$ cat config.mk
export PLATFORM = sky130hd
export DESIGN_NAME = nibble_serial_subtractor
export DESIGN_NICKNAME = d
export VERILOG_FILES = /design/src/rtl/nibble_serial_subtractor.sv
export SDC_FILE = /design/constraint.sdc
export NUM_CORES = 1
export LEC_CHECK = 0
export CORE_MARGIN = 1.5
export CORE_UTILIZATION = 48
export CTS_BUF_LIST = sky130_fd_sc_hd__clkbuf_8
export DETAILED_ROUTE_END_ITERATION = 6
export PLACE_DENSITY = 0.79
export SLEW_MARGIN = 25
export SYNTH_ARGS = -nofsm -noshare
export SYNTH_HDL_FRONTEND = slang
export SYNTH_SLANG_ARGS = --single-unit
export TNS_END_PERCENT = 30
$ cat constraint.sdc
create_clock -name clk -period 3 [get_ports clk]
set_clock_uncertainty 0.05 [all_clocks]
set_input_delay 0.6 -clock clk [delete_from_list [all_inputs] [get_ports clk]]
set_output_delay 0.6 -clock clk [all_outputs]
set_load 0.1 [all_outputs]
$ cat src/rtl/nibble_serial_subtractor.sv
// nibble_serial_subtractor
//   Multi-cycle subtractor: diff = a - b, computed one 4-bit slice per clock,
//   least significant slice first. Each slice evaluates a_s + ~b_s + carry with
//   the carry held in a register between slices (initial carry = 1, so the
//   chain forms the two's-complement subtraction). Operands are accepted and
//   results delivered through valid/ready handshakes; accept and deliver never
//   overlap.
//
// Ports
//   clk         clock, all state on posedge
//   rst         asynchronous active-high reset
//   in_valid    operands valid
//   in_ready    operands accepted (high only while idle)
//   a, b        minuend / subtrahend, sampled on the input handshake
//   out_valid   result valid (high only while holding a finished result)
//   out_ready   downstream accepts the result
//   diff        a - b modulo 2^WIDTH
//   borrow_out  1 when a < b (unsigned)
//   ovf         signed overflow of a - b
//   zero        1 when diff == 0
module nibble_serial_subtractor #(
  parameter int WIDTH = 16
) (
  input  logic             clk,
  input  logic             rst,
  input  logic             in_valid,
  output logic             in_ready,
  input  logic [WIDTH-1:0] a,
  input  logic [WIDTH-1:0] b,
  output logic             out_valid,
  input  logic             out_ready,
  output logic [WIDTH-1:0] diff,
  output logic             borrow_out,
  output logic             ovf,
  output logic             zero
);

  localparam int NSLICE = WIDTH / 4;
  localparam int CW     = (NSLICE > 1) ? $clog2(NSLICE) : 1;

  typedef enum logic [1:0] {
    S_IDLE = 2'd0,
    S_RUN  = 2'd1,
    S_DONE = 2'd2
  } state_t;

  state_t           r_state;
  logic [WIDTH-1:0] r_a;
  logic [WIDTH-1:0] r_b;
  logic [WIDTH-1:0] r_diff;
  logic [CW-1:0]    r_cnt;
  logic             r_carry;
  logic             r_in_ready;
  logic             r_out_valid;
  logic             r_borrow;
  logic             r_ovf;
  logic             r_zero;

  logic [3:0]       w_a_s;
  logic [3:0]       w_b_s;
  logic [4:0]       w_sum;
  logic [WIDTH-1:0] w_diff_nxt;
  logic             w_last;

  // Select the current slice of each operand, add, and splice the 4-bit
  // result into the partially built difference.
  always_comb begin
    w_a_s      = '0;
    w_b_s      = '0;
    w_diff_nxt = r_diff;
    for (int i = 0; i < NSLICE; i++) begin
      if (r_cnt == CW'(i)) begin
        w_a_s = r_a[4*i +: 4];
        w_b_s = r_b[4*i +: 4];
      end
    end
    w_sum = {1'b0, w_a_s} + {1'b0, ~w_b_s} + {4'b0000, r_carry};
    for (int i = 0; i < NSLICE; i++) begin
      if (r_cnt == CW'(i)) begin
        w_diff_nxt[4*i +: 4] = w_sum[3:0];
      end
    end
  end

  assign w_last = (r_cnt == CW'(NSLICE - 1));

  always_ff @(posedge clk or posedge rst) begin
    if (rst) begin
      r_state     <= S_IDLE;
      r_a         <= '0;
      r_b         <= '0;
      r_diff      <= '0;
      r_cnt       <= '0;
      r_carry     <= 1'b1;
      r_in_ready  <= 1'b1;
      r_out_valid <= 1'b0;
      r_borrow    <= 1'b0;
      r_ovf       <= 1'b0;
      r_zero      <= 1'b0;
    end else begin
      case (r_state)
        S_IDLE: begin
          if (in_valid) begin
            r_a        <= a;
            r_b        <= b;
            r_cnt      <= '0;
            r_carry    <= 1'b1;
            r_in_ready <= 1'b0;
            r_state    <= S_RUN;
          end
        end
        S_RUN: begin
          r_diff  <= w_diff_nxt;
          r_carry <= w_sum[4];
          r_cnt   <= r_cnt + 1'b1;
          if (w_last) begin
            // Flags use the complete difference, including the slice
            // being written on this same edge.
            r_borrow    <= ~w_sum[4];
            r_ovf       <= (r_a[WIDTH-1] != r_b[WIDTH-1]) &&
                           (w_diff_nxt[WIDTH-1] != r_a[WIDTH-1]);
            r_zero      <= (w_diff_nxt == '0);
            r_out_valid <= 1'b1;
            r_state     <= S_DONE;
          end
        end
        S_DONE: begin
          if (out_ready) begin
            r_out_valid <= 1'b0;
            r_in_ready  <= 1'b1;
            r_state     <= S_IDLE;
          end
        end
        default: begin
          r_state     <= S_IDLE;
          r_in_ready  <= 1'b1;
          r_out_valid <= 1'b0;
        end
      endcase
    end
  end

  assign in_ready   = r_in_ready;
  assign out_valid  = r_out_valid;
  assign diff       = r_diff;
  assign borrow_out = r_borrow;
  assign ovf        = r_ovf;
  assign zero       = r_zero;

endmodule
# Word-level counts from Yosys, hierarchy flattened
# Index checks and enable logic that the tools add are counted.
totals:
  output_inout_bits: 21
  latchBits: 0
  elab_cells: 65
  reg_bits: 58
  ram_bits: 0
  memories: 0
  mem_bits_ro: 0
op_classes:
  mul: 0
  add_sub_neg: 3
  bitwise: 4
  div_mod_pow: 0
  n_eq_ne: 10
  mux: 26
  n_reduce_logical: 11
  n_shift: 0
  magnitude_cmp: 0
ops:
  columns: ["cell", "n"]
  rows:
  - ["$mux W4", 12]
  - ["$logic_not A16 Y1", 1]
  - ["$reduce_and A3 Y1", 3]
  - ["$mux W2", 4]
  - ["$eq A2 B2 Y1 const B", 3]
  - ["$ne A2 B2 Y1 const B", 3]
  - ["$pmux W1 S3", 2]
  - ["$pmux W2 S3", 1]
  - ["$reduce_and A2 Y1", 3]
  - ["$add A4 B4 Y5", 1]
  - ["$add A5 B1 Y5", 1]
  - ["$mux W1", 5]
  - ["$eq A2 B1 Y1 const B", 2]
  - ["$logic_not A2 Y1", 2]
  - ["$not A4 Y4", 1]
  - ["$pmux W2 S2", 1]
  - ["$not A1 Y1", 3]
  - ["$add A2 B1 Y2 const B", 1]
  - ["$ne A1 B1 Y1", 2]
  - ["$pmux W1 S2", 1]
  - ["$reduce_bool A2 Y1", 1]
  - ["$logic_and A1 B1 Y1", 1]

# Longest topological paths before layout
# Gate-level depths: netlist (run 1).
depth:
  word_depth: 11
  ltp_mapped: 14
  mapped_depth_nobuf: 12

# Least setup slack after synthesis (run 1)
# No wires, ideal clock.
synth_path:
  path_type: "register to register"
  startpoint: "register r_cnt[0]"
  endpoint: "register r_zero (netlist: zero)"
  t_arrival_ns: 2.886
  stages_incl_launch_ff: 13
  slack_ns: -0.022
  n_path_buf: 2
  t_required_ns: 2.864
  path_cell_list: "dfrtp_1 > inv_1 > ha_1 > clkbuf_1 > buf_1 > a21oi_1 > a21oi_1 > o21ai_0 > fa_1 > fa_1 > a2111oi_0 > o211ai_1 > a32oi_1"
synth_via:
  elab_chain_cells: 10
  elab_cells_between_ends: 21
synth_lines:
  columns: ["item", "line_no", "text"]
  rows:
  - ["start: declaration", "51", "logic [CW-1:0] r_cnt;"]
  - ["start signal: assignment", "115", "r_cnt <= r_cnt + 1'b1;"]
  - ["$logic_not A2 Y1", "72, 79", null]
  - ["$mux W4 (4 in a row)", "72", "if (r_cnt == CW'(i)) begin"]
  - ["$not A4 Y4", "77", "w_sum = {1'b0, w_a_s} + {1'b0, ~w_b_s} + {4'b0000, r_carry};"]
  - ["$add A4 B4 Y5", "77", null]
  - ["$add A5 B1 Y5", "77", null]
  - ["$mux W4", "79", "if (r_cnt == CW'(i)) begin"]
  - ["$logic_not A16 Y1", "122", "r_zero <= (w_diff_nxt == '0);"]
  - ["end signal: assignment", "122", null]
  - ["end: declaration", "57", "logic r_zero;"]
# Several ways; a longest one is shown, not always the timed one.
# A chain may end at the register's enable or synchronous reset.

# Worst setup path after layout (run 1)
layout_path:
  startpoint: "register r_cnt[0]"
  endpoint: "register r_ovf (netlist: ovf)"
layout_via:
  elab_chain_cells: 11
  elab_cells_between_ends: 19
layout_lines:
  columns: ["item", "line_no", "text"]
  rows:
  - ["$logic_not A2 Y1", "72", null]
  - ["$mux W4 (4 in a row)", "72", null]
  - ["$not A4 Y4", "77", null]
  - ["$add A4 B4 Y5", "77", null]
  - ["$add A5 B1 Y5", "77", null]
  - ["$mux W4", "79", null]
  - ["$ne A1 B1 Y1", "121", "(w_diff_nxt[WIDTH-1] != r_a[WIDTH-1]);"]
  - ["$logic_and A1 B1 Y1", "120", "r_ovf <= (r_a[WIDTH-1] != r_b[WIDTH-1]) &&"]
  - ["end signal: assignment", "120", null]
  - ["end: declaration", "56", "logic r_ovf;"]
# Several ways; a longest one is shown, not always the timed one.

==> results by stage, run 1 <==
Worst setup path:
- The slowest stage of the critical path is the dfrtp_2 cell.
- The worst setup path is captured at a flop.
- The maximum single-stage delay on the critical path is 0.41 ns.
- Walking the worst path, the cells encountered are inv_1 > ha_1 > buf_4 > a221oi_1 > nor3_1 > a21oi_1 > ha_1 > and3_4 > or3_4 > a211o_1 > a31oi_1.
- Of all nets on the critical path, the largest fanout is 7.
- The worst setup path is launched from a flop.
- STA puts the critical path data arrival time at 3.05 ns.
- Counting stages on the worst path, the most repeated cell is ha_1.
- The data required time of the worst path is 3.21 ns.
- The number of buffers and inverters on the critical path is 2.
- The path type of the worst setup path is flop to flop.
- The category of cells accounting for the largest share of critical-path delay is compound AO/OA/AOI/OAI gates.

GRT:
- The initial antenna violation count is 0.
- The aggregate global routing overflow is 0.
- Entering global routing, the biggest net connects 39 pins.
- The total global routing track utilization is 21.13%.
- The number of global-route vias before repair came to slightly above 2000.
- The first global-routing pass estimated 9811 µm of wire.

STA:
- Setup repair after global routing left no endpoint under its margin.
- The worst slew slack as a fraction of its limit is between 50% and 60%.
- The clock period could shrink to 2.838 ns.
- For the pin with the worst max-slew slack, the measured transition is 0.6203 ns.
- Setup total negative slack on the finished layout was measured at 0 ns.
- The total setup violations reported at the end of the flow is 0.
- The final hold violation count is 0.
- The worst path uses 94.61% of the clock period.
- The maximum achievable frequency is 0.3523 GHz.
- The final worst-path setup slack is 0.1618 ns.
- The number of slew-limit violations in the final report came to 0.

Status:
- The flow ran to the end, and the final reports show no timing, DRC or antenna violations.

Place:
- The final estimated routing congestion in global placement is 0.9019.
- The worst setup timing slack at the placement stage is 0.04462 ns.
- The number of buffers added on ports is 56.
- In this run the cell area measured after placement is roughly 3400 µm².
- After legalization and detailed placement, the total HPWL measured 4217 µm.

Finish:
- In the layout the commonest cells are dfrtp_1 (55), mux2_2 (37), clkdlybuf4s50_1 (35).
- The area of all sequential standard cells is 1455 µm².
- The count of antenna diodes in the layout is 0.
- The share of final-layout standard cells stronger than drive strength 1 is 30.79%.
- In the final layout, the multi-input gates occupy 1215 µm².
- The net count of the finished layout is 355.
- Summing all non-filler instances in the final layout gives an area of 3638 µm².
- Fill cells in the final layout number 455.
- The most common cell after layout, fill and taps aside is dfrtp_1.
- The layout overhead on the synthesized area is 33.39%.

Routing:
- In the final routed layout, each cell accounts on average for 14.78 µm.
- For this block, the routed nets add up to 5721 µm of wire.
- The final routed DRC violation total is 0.
- Detailed routing inserted a total of 2072 vias.
- The final antenna-violating net count is 0.
- In the routed layout, each cell is associated on average with a via count of 5.354.
- The first routing iteration left 172 violations.
- Before antenna repair, the detailed router went through 4 iterations.

Clock network:
- The total number of H-tree levels is 3.
- In this run the post-CTS setup repair buffer count came out at 0.
- TritonCTS built the clock tree.
- In this run, post-CTS repair resized a total of 0 instances.
- In this run the deepest clock path goes through 2 buffers.
- For this design, the sink count on the clock tree is 58.
- The clock buffer count from CTS is 9.
- The root buffer cell chosen for the clock tree is clkbuf_8.
- The latest clock arrival within the worst-skew pair is 0.34 ns.
- The count of hold-fix buffers inserted at cts is 0.
- The clock transition time at the flip-flop clock pins of the worst setup and hold paths is around 0.070 ns.

Synthesis:
- Among all flip-flop cells after synthesis, the most frequent one is dfrtp_1.
- The area of the mapped netlist is 2728 µm².
- During synthesis, Yosys emitted a total of 0 warnings.
- For this run, the register share of the synthesized area comes to 53.30%.
- The post-synthesis cell type count is 35.
- Synthesis produced a netlist whose cell count is 243.
- In this run, synthesis inferred 0 flip-flops with an integrated enable.
- The number of nets in the synthesized netlist is 288.
- The synthesis-stage register bit count is 58.
- For this run, asynchronously set or reset flops after synthesis account for 100.0%.
- Averaged over all synthesized cells, the footprint is 11.22 µm².

Floorplan:
- In this run the count of I/O pins placed on the die edge is 57.
- The floorplan die area is 6143 µm².
- The starting utilization of the core area is between 40% and 50%.
- The die is 78.38 µm tall.
- The placeable core area is 5507 µm².
- The horizontal extent of the die is 78.38 µm.
- The initialized floorplan defines 27 standard-cell rows.

Job:
- The max capacitance violation total is 0.

Min path:
- The worst hold path belongs to the class flop to flop.
==> worst paths after layout <==
path                                from         end  slack [ns]  cells after the start
worst max-delay path            r_cnt[0]         ovf        0.16                     11
worst min-delay path            in_ready    in_ready        0.42                      2
worst max register to register  r_cnt[0]         ovf        0.16                     11
worst min register to register  in_ready    in_ready        0.42                      2
max in group asynchronous            rst     r_carry        1.64                      3
min in group asynchronous            rst  r_state[0]        0.61                      2
==> flip-flops by register name, indices dropped and copies added (netlist names) <==
name,cells
out_valid,1
zero,1
r_carry,1
r_cnt,2
diff,16
ovf,1
borrow_out,1
in_ready,1
r_a,16
r_b,16
r_state,2
==> worst min-delay path, cell delays in order (launching register included) <==
cell,delay (ns)
dfstp_2,0.37
inv_1,0.04
a21oi_1,0.05
==> area by class of cell <==
| class | count | share of cell area (%) |
|---|---|---|
| flip-flops and latches | 58 | 39.99 |
| well taps | 72 | 2.476 |
| inverters | 8 | 0.8253 |
| multi-input cells | 165 | 33.39 |
| clock inverters | 4 | 1.994 |
| clock buffers | 12 | 4.539 |
| repair buffers | 68 | 16.78 |
==> through the flow <==
step / hold slack (ns) / utilization (%) / std cells
floorplan: 0.4226 / - / 243
global placement: 0.3995 / 61.35 / 371
detailed placement: 0.4140 / 61.35 / 371
CTS: 0.4301 / 65.67 / 387
global route: 0.4412 / 66.08 / 387
finish: 0.4217 / 66.08 / 387
==> layer usage <==
layer / up-vias / GRT usage (%) / wire length (µm)
met5: - / 0 / 0
met4: 0 / 6.429 / 65
met3: 6 / 6.628 / 316
met2: 57 / 33.74 / 2801
met1: 1019 / 27.58 / 2538
li1: 990 / - / -
==> cells in the mapped netlist (2+ instances only) <==
master | n | area, µm²
a21o_1 | 2 | 15.01
a21oi_1 | 15 | 75.07
a221oi_1 | 4 | 35.03
buf_2 | 5 | 25.02
clkbuf_1 | 5 | 18.77
dfrtp_1 | 56 | 1401
dfstp_2 | 2 | 52.55
fa_1 | 2 | 40.04
ha_1 | 7 | 87.58
inv_1 | 8 | 30.03
mux2_2 | 37 | 416.7
nand2_1 | 34 | 127.6
nand3b_1 | 5 | 37.54
nor2_1 | 6 | 22.52
nor2b_1 | 10 | 62.56
nor3_1 | 4 | 20.02
nor4_1 | 4 | 25.02
o211ai_1 | 2 | 15.01
o21ai_0 | 18 | 90.09
o31ai_1 | 2 | 15.01
==> cell families (layout without fill, tap and decap cells) <==
logic type / after synthesis / in the layout / share of synthesized area, %
adders and majority gates: 9 / 9 / 4.679
AOI/OAI and AO/OA: 48 / 48 / 10.50
muxes: 37 / 37 / 15.28
DFF: 58 / 58 / 53.30
xor gates and xnor gates: 1 / 1 / 0.3212
and+or+nand+nor: 70 / 70 / 12.80
buffers and inverters: 20 / 92 / 3.119
Power of run 1 is left out: the tool's default activity adds up to more than one toggle a clock period on the data nets, which glitch-free logic cannot reach.
==> run 2: changes to the inputs <==
PLACE_DENSITY = 0.77   (was 0.79)
==> run 2 against run 1 <==
  * Maximum frequency down 0.14%
  * Hold slack worse by 0.0018 ns
  * Worst setup slack worse by 0.0040 ns
  * Largest cell class unchanged
==> results by stage, run 2 (synthesis results as in run 1) <==
Worst setup path:
- The number of cell instances on the worst register-to-register path is 12 (+1).
- The reg2reg setup slack was 0.16 ns (about the same).
- The endpoint identified for the worst register-to-register timing path is zero.
- The data required time of the worst path is 3.16 ns (-0.05 ns).
- The critical path is of the flop to flop type.
- The element type at the critical path start is a flop.
- The worst setup path is captured at a flop.
- The largest fanout on the critical path came to 11 (+4).
- The source of the worst register-to-register timing path is r_cnt[0].
- The data arrival at the endpoint of the critical path is 3.00 ns (-0.05 ns).

STA:
- The setup total negative slack is 0 ns (unchanged).
- The time the final worst path needs with I/O delays and setup is 2.842 ns (+0.003958 ns).
- The number of slew-limit violations in the final report is 0 (unchanged).
- The final hold violation count is 0 (unchanged).
- The worst hold margin is 0.4199 ns (-0.001805 ns).
- The total setup violations reported at the end of the flow is 0 (unchanged).
- The worst slew slack as a fraction of its limit is 60.04% (+1.5 points).
- The portion of the clock cycle consumed by the worst path in the final layout is 94.74% (+0.13 points).
- The transition time of the tightest slew-check pin came to 0.5986 ns (-0.02173 ns).
- The maximum achievable frequency is 0.3518 GHz (-0.14%).

Clock network:
- The CTS tree is done.
- The total number of H-tree levels is 3 (unchanged).
- The clock transition time at the flip-flop clock pins of the worst setup and hold paths is 0.06 ns (about the same).
- The cell chosen for the clock root is clkbuf_8.
- The number of clock sinks was 58 (unchanged).
- The clock buffer count from CTS is 9 (unchanged).
- The number of buffers on the longest clock path came to 2 (unchanged).
- The latest clock arrival within the worst-skew pair is 0.33 ns (about the same).
- The count of hold-fix buffers inserted at cts was 0 (unchanged).

Place:
- The final estimated routing congestion in global placement was 0.9219 (+2.2%).
- The sum of net half-perimeters after detailed placement was 4157 µm (-1.4%).
- The cell area after placement is 3378 µm² (unchanged).
- The number of buffers added on ports is 56 (unchanged).

Min path:
- The launch point of the worst hold path is in_ready.
- The cell depth of the worst min-delay path is 2 (unchanged).
- The worst hold path terminates at in_ready.
- The path category of the worst min-delay check is flop to flop.

Floorplan:
- The count of pins on the block boundary is 57 (unchanged).
- The floorplan row count was 27 (unchanged).
- The horizontal extent of the die is 78.38 µm (unchanged).
- The die boundary height is 78.38 µm (unchanged).
- The floorplan die area was 6143 µm² (unchanged).
- The starting utilization of the core area is 49.53% (unchanged).
- The placeable core area is 5507 µm² (unchanged).

Routing:
- The final antenna-violating net count is 0 (unchanged).
- The sum of routed wire length over all layers is 5763 µm (+0.73%).
- The first-pass iteration count of the detailed router came to 4 (unchanged).
- The final routed DRC violation total is 0 (unchanged).
- The detailed-route via count was 2081 (+0.43%).
- The initial detailed-routing violation count is 124 (-28%).
- The detail-routed net length per standard cell is 14.85 µm (+0.47%).
- The via density per instance is 5.363 (+0.18%).

GRT:
- The met3 track utilization from global routing came to 3.837% (-2.8 points).
- The pin count of the biggest net entering global routing is 39 (unchanged).
- The aggregate global routing overflow came to 0 (unchanged).
- The global routing usage on met1 is 27.84% (+0.26 points).
- The initial antenna violation count was 0 (unchanged).
- The total global routing track utilization was 20.91% (-0.21 points).
- The met2 track demand over resource is 31.65% (-2.1 points).
- In this run the most used layer during global routing was met2.
- The first-pass GRT wire length is 9825 µm (+0.14%).
- The number of global-route vias before repair came to 2056 (+0.049%).

Job:
- The max capacitance violation total is 0 (unchanged).

Finish:
- The share of final-layout standard cells stronger than drive strength 1 is 32.59% (+1.8 points).
- The library cells used most frequently in the layout, excluding fill and tap cells, are dfrtp_1 (56), mux2_2 (37), clkdlybuf4s50_1 (35).
- The post-route core utilization was 66.46% (+0.39 points).
- The area growth from synthesis to layout is 34.17%.
- The summed area of non-filler cells in the final layout came to 3660 µm² (+0.58%).
- Leaving out fill and tap cells, the most frequent cell in the layout is dfrtp_1.
- The count of antenna diodes in the layout is 0 (unchanged).
- The final-stage net count is 356 (+0.28%).

Status:
- The run finished with clean final reports.
run 2: changes by cell type in the layout (fill, tap and decap cells not counted), moves of 2 or more:
cell and change:
o21ai_0 -2, inv_1 +3, fa_2 +2, ha_2 +2
a221oi_2 +3, a221oi_1 -3, o21ai_1 +2, fa_1 -2
run 2: routing by layer:
metal	wire (µm)	vias up
li1	-	995
met1	2688	1010
met2	2644	63
met3	265	13
met4	165	0
met5	0	-
run 2: what timing repair did:
item,in CTS,in global routing
setup buffers,0,1
gates resized for setup,0,17
setup endpoints to repair,0,12
run 2: per-stage QoR:
step                      cells  setup slack, ns
after floorplan             243          0.07022
after global placement      371           0.1358
after detailed placement    371          0.05680
after CTS                   387          0.02724
after global routing        388         -0.01103
final                       388           0.1578
run 2: worst max-delay path by stage:
stage                   from    to  slack [ns]  cells past startpoint
floorplan           r_cnt[0]  zero        0.07                     12
global placement    r_cnt[0]  zero        0.14                     11
detailed placement  r_cnt[1]   ovf        0.06                     12
CTS                 r_cnt[1]   ovf        0.03                     12
global route        r_cnt[1]  zero       -0.01                     12
finish              r_cnt[0]  zero        0.16                     12
run 2: critical path: stages, from the launching register on:
cell	delay, ns
dfrtp_1	0.42
ha_2	0.22
buf_6	0.15
nor2b_1	0.15
a221oi_2	0.08
nor3_2	0.14
a21oi_2	0.06
fa_2	0.42
fa_2	0.59
nor2b_1	0.06
o22a_1	0.20
o211ai_1	0.10
a32oi_1	0.07
run 2: cell type report:
type	count	area, µm²
Fill cell	444	1847
Sequential cell	58	1454
Multi-Input combinational cell	165	1247
Timing Repair Buffer	69	621.8
Clock buffer	13	178.9
Tap cell	72	90.09
Clock inverter	3	37.54
Inverter	8	30.03
Power of run 2 is left out for the same reason.
==> run 3: changes to the inputs <==
ABC_AREA = 1   (was unset)
CTS_CLUSTER_DIAMETER = 120   (was unset)
CTS_CLUSTER_SIZE = 28   (was unset)
PLACE_DENSITY = 0.76   (was 0.77)
==> run 3 against run 2 <==
  * Wire length grew 22%
  * Maximum frequency shrank 3.5%
  * Synthesized cell count up 54%
  * Die area increased by 6.2%
  * Hold slack got worse by 0.0049 ns
  * Critical endpoint unchanged
  * Critical path type unchanged
  * Final area is 6.2% higher
  * Register-to-register slack lost 0.10 ns
  * Non-clock buffer count rose by 5
  * Sequential share of layout area down 2.3 points
  * Utilization down 0.41 points
  * Global-route usage up 2.0 points
==> results by stage, run 3 <==
Floorplan:
- The count of pins on the block boundary is 57 (unchanged).
- The floorplan row count is 28 (+3.7%).
- The die boundary height is 80.77 µm (+3.0%).
- The floorplan die area is 6523 µm² (+6.2%).
- The placeable core area is 5886 µm² (+6.9%).
- The horizontal extent of the die came to 80.77 µm (+3.0%).
- The starting utilization of the core area is 49.32% (-0.21 points).

Clock network:
- The latest clock arrival within the worst-skew pair was 0.33 ns (about the same).
- The tree is rooted in a clkbuf_8.
- The clock buffer count from CTS is 9 (unchanged).
- The CTS tree is done.
- The number of buffers on the longest clock path is 2 (unchanged).
- The total number of H-tree levels is 3 (unchanged).
- The number of clock sinks is 58 (unchanged).
- The clock transition time at the flip-flop clock pins of the worst setup and hold paths is 0.06 ns (about the same).

Worst setup path:
- STA classifies the critical path startpoint as a flop.
- STA classifies the critical path endpoint as a flop.
- The reg2reg setup slack was 0.06 ns (-0.10 ns).
- The critical-path cell with the highest stage delay is fa_1.
- The number of cell instances on the worst register-to-register path is 16 (+4).
- The number of buffers and inverters on the critical path is 3 (+2).
- The worst reg2reg path endpoint is zero.
- The data required time of the worst path is 3.22 ns (+0.06 ns).
- The largest fanout on the critical path is 14 (+3).
- The path type of the worst setup path is flop to flop.
- The data arrival at the endpoint of the critical path was 3.17 ns (+0.17 ns).
- The startpoint identified for the worst register-to-register timing path is r_cnt[1].
- The maximum single-stage delay on the critical path was 0.53 ns (-0.06 ns).
- The cell occurring most often along the worst timing path is nand2_1.
- Traced cell by cell, the critical path runs through buf_6 > ha_4 > buf_8 > a21oi_2 > a22oi_1 > fa_2 > fa_1 > inv_2 > nand2_1 > nand2_1 > nand3_2 > nor2_1 > nand3_1 > nor2_1 > nand2_1 > nand2_1.
- On the critical path the largest part of the delay comes from adder cells.

Finish:
- The number of filler cells placed in the layout is 505 (+14%).
- In the layout the commonest cells are nand2_1 (140), dfrtp_1 (55), o21ai_0 (39).
- The final-stage net count is 490 (+38%).
- The count of antenna diodes in the layout is 0 (unchanged).
- The share of final-layout standard cells stronger than drive strength 1 is 18.93% (-14 points).
- The most common cell after layout, fill and taps aside is nand2_1.
- The layout overhead on the synthesized area is 33.92%.
- The summed area of non-filler cells in the final layout is 3887 µm² (+6.2%).
- The number of standard cells in the layout, taps in and fillers out is 524 (+35%).

Routing:
- The first-pass iteration count of the detailed router is 4 (unchanged).
- The initial detailed-routing violation count is 250 (+100%).
- The via density per instance came to 5.029 (-6.2%).
- The detail-routed net length per standard cell came to 13.46 µm (-9.4%).
- The detailed-route via count came to 2635 (+27%).
- The sum of routed wire length over all layers was 7054 µm (+22%).
- The final routed DRC violation total was 0 (unchanged).
- The final antenna-violating net count came to 0 (unchanged).

Synthesis:
- The parity-gate share of the synthesized area counting xor and xnor cells is 0% (-0.32 points).
- The largest family of logic cells by synthesized area is simple AND/OR/NAND/NOR gates.
- The number of instances in the synthesized netlist is 375 (+54%).
- Yosys attributes the largest share of cell area to dfrtp_1 (48%), nand2_1 (19%), o21ai_0 (7.4%), inv_1 (4.5%), ha_1 (3.0%).
- The share of the synthesized area in the top cell type is 48.28% (-3.1 points).
- The post-synthesis sequential area ratio came to 50.09% (-3.2 points).
- The simple-gate share of the synthesized area is 25.13% (+12 points).
- The mean instance size in the synthesized netlist was 7.741 µm² (-31%).
- The area of the mapped netlist is 2903 µm² (+6.4%).
- The proportion of synthesized area in mux cells was 0% (-15 points).
- The most numerous cell in the Yosys netlist is nand2_1.
- By count the netlist is led by nand2_1 (145), dfrtp_1 (56), o21ai_0 (43), inv_1 (35), nor2_1 (22).
- The most area-hungry cell type in the Yosys netlist is dfrtp_1.
- The flip-flop cell with the highest count after synthesis is dfrtp_1.
- The number of nets produced by synthesis is 420 (+46%).
- The fraction of registers with async set or reset after synthesis is 100.0% (unchanged).
- The synthesis-stage register bit count is 58 (unchanged).
- The post-synthesis cell type count is 22 (-37%).
- The count of yosys warnings during synthesis came to 0 (unchanged).
- The number of enable-type register cells in the synthesized netlist is 0 (unchanged).
- The adder and majority cell fraction of the synthesized area came to 4.397% (-0.28 points).
- The compound-cell area share of the yosys netlist was 13.02% (+2.5 points).

STA:
- The time the final worst path needs with I/O delays and setup is 2.945 ns (+0.1028 ns).
- The transition time of the tightest slew-check pin is 0.7101 ns (+0.1116 ns).
- The maximum achievable frequency is 0.3396 GHz (-3.5%).
- The worst slew slack as a fraction of its limit is 52.66% (-7.4 points).
- The worst hold margin came to 0.4150 ns (-0.004878 ns).
- The portion of the clock cycle consumed by the worst path in the final layout is 98.16% (+3.4 points).
- The final hold violation count is 0 (unchanged).
- The number of slew-limit violations in the final report is 0 (unchanged).
- The total setup violations reported at the end of the flow was 0 (unchanged).

Status:
- The run finished with clean final reports.

Place:
- The cell area after placement is 3520 µm² (+4.2%).
- The post-placement cell count is 503 (+36%).
- The final estimated routing congestion in global placement is 0.9282 (+0.68%).
- The number of buffers added on ports was 56 (unchanged).
- The sum of net half-perimeters after detailed placement is 4896 µm (+18%).

GRT:
- The first-pass GRT wire length was 11250 µm (+14%).
- The initial antenna violation count is 0 (unchanged).
- The aggregate global routing overflow is 0 (unchanged).
- The number of global-route vias before repair is 2445 (+19%).
- The pin count of the biggest net entering global routing is 59 (+51%).
- The total global routing track utilization was 22.89% (+2.0 points).

Min path:
- The launch point of the worst hold path is in_ready.
- The worst hold path belongs to the class flop to flop.
- The cell depth of the worst min-delay path is 2 (unchanged).
- The path with the worst hold slack has its endpoint at in_ready.

Job:
- The max capacitance violation total is 0 (unchanged).
==> run 3: cell types whose count changed after synthesis, moves of 5 or more <==
cell,delta
nor2_1,+16
o21ai_0,+25
nand2_1,+111
a31oi_1,+5
nor2b_1,-10
mux2_2,-37
nand3_1,+12
inv_1,+27
==> run 3: per-stage QoR <==
step / setup WS, ns / utilization, % / TNS (ns)
floorplan: 0.1042 / - / 0
global placement: 0.1509 / 59.80 / 0
detailed placement: 0.04101 / 59.80 / 0
CTS: 0.0007159 / 63.35 / 0
global route: -0.07234 / 66.05 / -0.07234
finish: 0.05506 / 66.05 / 0
==> run 3: cell families after synthesis <==
group | count (synthesis)
buffers and inverters | 52
flip-flops | 58
AND/OR/NAND/NOR | 184
adder cells (fa/ha/maj) | 9
AO/OA/AOI/OAI | 72
==> run 3: worst max-delay path by stage <==
| stage | cells after the start | endpoint | slack [ns] | startpoint |
|---|---|---|---|---|
| after floorplan | 19 | zero | 0.10 | r_cnt[0] |
| after global placement | 16 | zero | 0.15 | r_cnt[0] |
| after detailed placement | 16 | zero | 0.04 | r_cnt[0] |
| after CTS | 16 | zero | 0.0007 | r_cnt[0] |
| after global routing | 17 | zero | -0.07 | r_cnt[0] |
| final | 16 | zero | 0.06 | r_cnt[1] |
==> run 3: repair_timing <==
item | CTS | global route
hold buffers | 0 | 0
setup endpoints to repair | 1 | 3
pin swaps | 0 | 12
resized for setup | 2 | 35
setup buffers | 0 | 6
==> run 3: layer usage <==
layer / share of wire [%] / wire (µm) / GRT usage (%) / up-vias
met2: 48 / 3361 / 37.06 / 96
met1: 44 / 3096 / 29.20 / 1193
met4: 2.6 / 180 / 12.07 / 0
met5: 0 / 0 / 0 / -
li1: - / - / - / 1327
met3: 5.9 / 415 / 4.382 / 19
==> run 3: layout make-up <==
| cell class | count | area, µm² | area share, % |
|---|---|---|---|
| Multi-Input combinational cell | 265 | 1339 | 34.44 |
| Tap cell | 75 | 93.84 | 2.414 |
| Clock inverter | 3 | 38.79 | 0.9977 |
| Sequential cell | 58 | 1455 | 37.43 |
| Clock buffer | 12 | 165.2 | 4.248 |
| Inverter | 37 | 141.4 | 3.637 |
| Timing Repair Buffer | 74 | 654.4 | 16.83 |
==> run 3: worst register-to-register path: stages, from the launching register on <==
cell	delay, ns
dfrtp_1	0.41
buf_6	0.13
ha_4	0.17
buf_8	0.15
a21oi_2	0.16
a22oi_1	0.10
fa_2	0.38
fa_1	0.53
inv_2	0.10
nand2_1	0.06
nand2_1	0.08
nand3_2	0.09
nor2_1	0.13
nand3_1	0.08
nor2_1	0.12
nand2_1	0.07
nand2_1	0.06
Power of run 3 is left out for the same reason.
